$ cat config.mk
export PLATFORM = sky130hd
export DESIGN_NAME = apu_frame_sequencer
export DESIGN_NICKNAME = d
export VERILOG_FILES = /design/src/rtl/apu_pkg.sv /design/src/rtl/apu_frame_divider.sv /design/src/rtl/apu_frame_sequencer.sv
export SDC_FILE = /design/constraint.sdc
export NUM_CORES = 1
export LEC_CHECK = 0
export CORE_AREA = 5 5 74 76
export CTS_BUF_LIST = sky130_fd_sc_hd__clkbuf_4
export DETAILED_ROUTE_END_ITERATION = 10
export DIE_AREA = 0 0 79 81
export PLACE_DENSITY = 0.71
export REMOVE_ABC_BUFFERS = 1
export SYNTH_ARGS = -nofsm -noshare
export SYNTH_HDL_FRONTEND = slang
export SYNTH_SLANG_ARGS = --single-unit
$ cat constraint.sdc
create_clock -name clk -period 3.4 [get_ports clk]
set_input_delay 0.34 -clock clk [delete_from_list [all_inputs] [get_ports clk]]
set_output_delay 0.34 -clock clk [all_outputs]
set_load 0.1 [all_outputs]
$ cat src/rtl/apu_pkg.sv
// Shared constants for the APU frame sequencer slice:
// register offsets, default frame-step positions and sequence modes.
package apu_pkg;

  localparam int DEF_CNT_W = 16;

  localparam int unsigned DEF_STEP1 = 7457;
  localparam int unsigned DEF_STEP2 = 14913;
  localparam int unsigned DEF_STEP3 = 22371;
  localparam int unsigned DEF_STEP4 = 29829;
  localparam int unsigned DEF_STEP5 = 37281;

  localparam logic [4:0] ADDR_TRI0   = 5'h08;
  localparam logic [4:0] ADDR_TRI2   = 5'h0A;
  localparam logic [4:0] ADDR_TRI3   = 5'h0B;
  localparam logic [4:0] ADDR_STATUS = 5'h15;
  localparam logic [4:0] ADDR_FRAME  = 5'h17;

  typedef enum logic {
    MODE_4STEP = 1'b0,
    MODE_5STEP = 1'b1
  } seq_mode_e;

endpackage

$ cat src/rtl/apu_frame_divider.sv
// Free-running frame counter with mode-dependent wrap and
// step-match decode; a synchronous clear restarts the sequence.
module apu_frame_divider
  import apu_pkg::*;
#(
  parameter int          CNT_W = DEF_CNT_W,
  parameter int unsigned STEP1 = DEF_STEP1,
  parameter int unsigned STEP2 = DEF_STEP2,
  parameter int unsigned STEP3 = DEF_STEP3,
  parameter int unsigned STEP4 = DEF_STEP4,
  parameter int unsigned STEP5 = DEF_STEP5
) (
  input  logic      clk,
  input  logic      rst_n,
  input  seq_mode_e mode,
  input  logic      clear,
  output logic      quarter_hit,
  output logic      half_hit,
  output logic      irq_hit
);

  logic [CNT_W-1:0] cnt;
  logic [CNT_W-1:0] last;

  always_comb begin
    last = CNT_W'(STEP4);
    if (mode == MODE_5STEP) last = CNT_W'(STEP5);
  end

  always_ff @(posedge clk or negedge rst_n) begin
    if (!rst_n) begin
      cnt <= '0;
    end else if (clear || cnt == last) begin
      cnt <= '0;
    end else begin
      cnt <= cnt + CNT_W'(1);
    end
  end

  // STEP4 is silent in 5-step mode; STEP5 is never reached in 4-step
  always_comb begin
    quarter_hit = 1'b0;
    half_hit    = 1'b0;
    irq_hit     = 1'b0;
    unique case (1'b1)
      cnt == CNT_W'(STEP1): quarter_hit = 1'b1;
      cnt == CNT_W'(STEP2): begin
        quarter_hit = 1'b1;
        half_hit    = 1'b1;
      end
      cnt == CNT_W'(STEP3): quarter_hit = 1'b1;
      cnt == CNT_W'(STEP4): begin
        if (mode == MODE_4STEP) begin
          quarter_hit = 1'b1;
          half_hit    = 1'b1;
          irq_hit     = 1'b1;
        end
      end
      cnt == CNT_W'(STEP5): begin
        if (mode == MODE_5STEP) begin
          quarter_hit = 1'b1;
          half_hit    = 1'b1;
        end
      end
      default: ;
    endcase
  end

endmodule

$ cat src/rtl/apu_frame_sequencer.sv
// Triangle register writer and frame sequencer.
// Define APU_FRAME_IRQ_EN to build the frame IRQ set/clear logic.
module apu_frame_sequencer
  import apu_pkg::*;
#(
  parameter int          CNT_W = DEF_CNT_W,
  parameter int unsigned STEP1 = DEF_STEP1,
  parameter int unsigned STEP2 = DEF_STEP2,
  parameter int unsigned STEP3 = DEF_STEP3,
  parameter int unsigned STEP4 = DEF_STEP4,
  parameter int unsigned STEP5 = DEF_STEP5
) (
  input  logic       clk,
  input  logic       rst_n,
  input  logic       cpu_we,
  input  logic       cpu_re,
  input  logic [4:0] cpu_addr,
  input  logic [7:0] cpu_wdata,
  output logic [7:0] tri_reg0,
  output logic [7:0] tri_reg2,
  output logic [7:0] tri_reg3,
  output logic       tri_reload,
  output logic       quarter_clk,
  output logic       half_clk,
  output logic       frame_irq
);

  seq_mode_e mode;
  logic      inhibit;
  logic      quarter_hit;
  logic      half_hit;
  logic      irq_hit;
  logic      frame_wr;
  logic      now_pulse;

  assign frame_wr  = cpu_we && (cpu_addr == ADDR_FRAME);
  assign now_pulse = frame_wr && cpu_wdata[7];

  apu_frame_divider #(
    .CNT_W (CNT_W),
    .STEP1 (STEP1),
    .STEP2 (STEP2),
    .STEP3 (STEP3),
    .STEP4 (STEP4),
    .STEP5 (STEP5)
  ) u_div (
    .clk         (clk),
    .rst_n       (rst_n),
    .mode        (mode),
    .clear       (frame_wr),
    .quarter_hit (quarter_hit),
    .half_hit    (half_hit),
    .irq_hit     (irq_hit)
  );

  always_ff @(posedge clk or negedge rst_n) begin
    if (!rst_n) begin
      tri_reg0    <= '0;
      tri_reg2    <= '0;
      tri_reg3    <= '0;
      tri_reload  <= 1'b0;
      quarter_clk <= 1'b0;
      half_clk    <= 1'b0;
      mode        <= MODE_4STEP;
      inhibit     <= 1'b0;
    end else begin
      if (cpu_we) begin
        unique case (cpu_addr)
          ADDR_TRI0: tri_reg0 <= cpu_wdata;
          ADDR_TRI2: tri_reg2 <= cpu_wdata;
          ADDR_TRI3: tri_reg3 <= cpu_wdata;
          default: ;
        endcase
      end
      tri_reload  <= cpu_we && (cpu_addr == ADDR_TRI3);
      // match and immediate pulse merge into one cycle
      quarter_clk <= quarter_hit || now_pulse;
      half_clk    <= half_hit || now_pulse;
      if (frame_wr) begin
        mode    <= seq_mode_e'(cpu_wdata[7]);
        inhibit <= cpu_wdata[6];
      end
    end
  end

`ifdef APU_FRAME_IRQ_EN
  logic irq_clr;

  assign irq_clr = (cpu_re && (cpu_addr == ADDR_STATUS))
                || (frame_wr && cpu_wdata[6]);

  always_ff @(posedge clk or negedge rst_n) begin
    if (!rst_n) begin
      frame_irq <= 1'b0;
    end else if (irq_hit && !inhibit) begin
      frame_irq <= 1'b1;
    end else if (irq_clr) begin
      frame_irq <= 1'b0;
    end
  end
`else
  logic irq_unused;

  assign irq_unused = ^{cpu_re, inhibit, irq_hit};
  assign frame_irq  = 1'b0;
`endif

endmodule
==> flow_summary.json <==
{
  "worstPathMaxFanout": 2,
  "slowest_delay_ps": 1150,
  "yosys-top-cells-area": "dfrtp_1 53%, mux2_2 14%, xor2_1 3.8%, nor3_1 3.1%, nand3_1 1.9%",
  "die_y_um": 81,
  "ir_drop_mv": 0.414,
  "crit_family": "buffers and inverters",
  "min_period_ps": 2230,
  "final_layout_size_suffix_gt1_share_pct": 16.7,
  "worst_slew_pin_slew_ps": 995,
  "grt_remaining_overflow": 0,
  "postSynthCellCount": 176,
  "antenna_found_initial": 0,
  "ys_seq_elements": 44,
  "drc": 0,
  "setup_tns_ps": 0,
  "io_buffers": 42,
  "path_clk_slew_ps": 130,
  "grt_max_degree": 45,
  "crit_buf_inv": 1,
  "synthFlopType": "dfrtp_1",
  "crit_required_ps": 3060,
  "crit_chain": "clkdlybuf4s50_1",
  "use_met1_pct": 19.5,
  "firstDrtPassIters": 4,
  "globalRouteMet3Util_pct": 3.33,
  "cts_root_buf": "clkbuf_4",
  "synth.distinct_cells": 40,
  "timing.fmax_mhz": 449,
  "ant_nets": 0,
  "fin_nets": 235,
  "post_drt_wl_per_cell_um": 16.1,
  "cts_num_sinks": 44,
  "hold_violations": 0,
  "initial_utilization_pct": 44.7,
  "pin_count": 45,
  "synth_commonest_cells": "44 x dfrtp_1, 25 x mux2_2, 13 x nor3_1",
  "status": "complete, no violations",
  "gp_congestion": 0.818,
  "finalSetupViolCount": 0,
  "first_iter_violations": 113,
  "worstSkewPairLatency_ps": 360,
  "cts_buffer_depth": 2,
  "cp-end-kind": "output pin",
  "maxSlewHeadroom_pct": 33.4,
  "synth_edf_count": 0,
  "rsz0062_at_grt": "no",
  "postCtsSetupBuffers": 0,
  "htree_levels": 2,
  "grt.total_usage_pct": 15.0,
  "path_class": "register to output pin",
  "busiest_layer": "met2",
  "vias_per_cell": 5.52,
  "fin_crit_sh_pct": 65.5,
  "post_cts_resized": 0,
  "start_kind": "register",
  "hold_path.class": "input port to asynchronous set/reset pin",
  "syn2layout_area_growth_pct": 25.5,
  "synth_area_um2": 2080,
  "grt_pass1_wl_um": 7560,
  "p_total_mw": 1.92,
  "grt_pass1_vias": 1545,
  "maxCapViolations": 0,
  "yosys_warnings": 0,
  "core_um2": 4660,
  "clock_skew_ps": 15.4,
  "post-dp-hpwl_um": 3130,
  "worstPathArrival_ps": 1890,
  "cts_buffers": 5,
  "die_w_um": 79,
  "wl_um": 4350,
  "vias": 1491,
  "syn_area_per_cell_um2": 11.8,
  "yosys.area.top_type": "dfrtp_1",
  "netlist.area_leader.share_pct": 52.9,
  "rows": 25,
  "powerDensity_nw_per_um2": 735,
  "synth-async-reset-ratio_pct": 100,
  "tritoncts": "yes",
  "slew_violations": 0,
  "yosysSeqAreaShare_pct": 52.9,
  "met2_usage_pct": 24.1,
  "postCtsHoldBufs": 0,
  "die_area_um2": 6400,
  "p_leak_nw": 1.08,
  "antenna_cells": 0,
  "yosysMostFrequentCell": "dfrtp_1",
  "critPathSlowestCell": "clkdlybuf4s50_1"
}
## area by class of cell
type                       instances  area [µm²]
tap                               54        67.6
clock inverter                     2        60.1
fill                             406        2050
clock buffer                       5        37.5
multi-input combinational        120         918
timing repair buffer              43         423
inverter                           2        7.51
sequential                        44        1100
## cells in the final DEF (no fill, tap or decap)
master           instances
nand3_1                  8
mux2_2                  25
nor4_1                   3
clkbuf_4                 5
ha_1                     2
nand4b_1                 1
a211oi_1                 4
nor3_2                   1
o31ai_1                  3
nand2_1                 10
or3b_1                   1
bufinv_16                2
inv_1                    2
and4_1                   3
dfrtp_1                 44
or4_1                    4
clkdlybuf4s50_1         41
nor4bb_1                 1
a32oi_1                  1
or3_1                    2
nor2_1                   6
conb_1                   1
xnor2_1                  1
nand4bb_1                1
nor3b_1                  4
nor3_1                  13
o211ai_1                 1
or4b_1                   1
and4b_1                  1
o2111ai_1                2
a21oi_4                  1
buf_2                    1
buf_4                    1
xor2_1                   9
nor4b_1                  1
and3b_1                  1
o21ai_0                  1
nand4_1                  4
and3_1                   2
and2_1                   1
## routing by layer
| layer | share of wire [%] | vias up |
|---|---|---|
| met1 | 45 | 721 |
| li1 | - | 731 |
| met2 | 49 | 31 |
| met5 | 0 | - |
| met4 | 2.0 | 0 |
| met3 | 4.3 | 8 |
## worst reg2reg max path, stage by stage (launching register included)
cell and delay [ps]:
dfrtp_1 460, or4b_1 530, or3_1 360, a21oi_4 410
nor3_1 110
## sequential cells by signal, indices dropped and copies added, names as in the netlist
name and flops:
quarter_clk 1, tri_reg0 8, tri_reg3 8, tri_reload 1, tri_reg2 8, mode 1
half_clk 1, u_div.cnt 16
## where the power goes
| part | switching [mW] | leakage (nW) | internal [mW] |
|---|---|---|---|
| clock network | 0.167 | 0.0513 | 0.225 |
| logic | 0.550 | 0.466 | 0.220 |
| registers | 0.128 | 0.567 | 0.631 |
## path summary, 6_finish.rpt
check                                   startpoint                      end  slack, ps  cells past startpoint
setup / recovery           tri_reg2[6]$_DFFE_PN0P_              tri_reg2[6]       1170                      1
hold / removal                               rst_n  u_div.cnt[14]$_DFF_PN0_        120                      1
setup reg to reg           u_div.cnt[11]$_DFF_PN0_   u_div.cnt[6]$_DFF_PN0_       1390                      4
hold reg to reg             u_div.cnt[0]$_DFF_PN0_   u_div.cnt[0]$_DFF_PN0_        500                      1
max in group asynchronous                    rst_n  tri_reg0[6]$_DFFE_PN0P_       2690                      1
min in group clk            u_div.cnt[0]$_DFF_PN0_   u_div.cnt[0]$_DFF_PN0_        500                      1
## cell families (layout without fill, tap and decap cells)
kind of cell,count (synthesis),after routing,share of synthesized area [%]
AND/OR/NAND/NOR,69,69,19.8
flip-flops,44,44,52.9
multiplexers,25,25,13.5
AO/OA/AOI/OAI,13,13,5.17
buffers and inverters,12,52,3.06
XOR/XNOR,10,10,4.20
adder cells (fa/ha/maj),2,2,1.20
other,1,1,0.180
## metrics by stage
step | hold slack (ps) | cell area (µm²) | utilization [%] | setup WS [ps] | instances
after floorplan | 44.4 | 2030 | - | 1560 | 166
after global placement | 486 | 2520 | 54.0 | 1230 | 263
after detailed placement | 494 | 2520 | 54.0 | 1190 | 263
after CTS | 142 | 2620 | 56.1 | 1150 | 270
after global routing | 187 | 2620 | 56.1 | 1120 | 270
final | 117 | 2620 | 56.1 | 1170 | 270
Note: power is estimated with default switching activity, not from simulation.
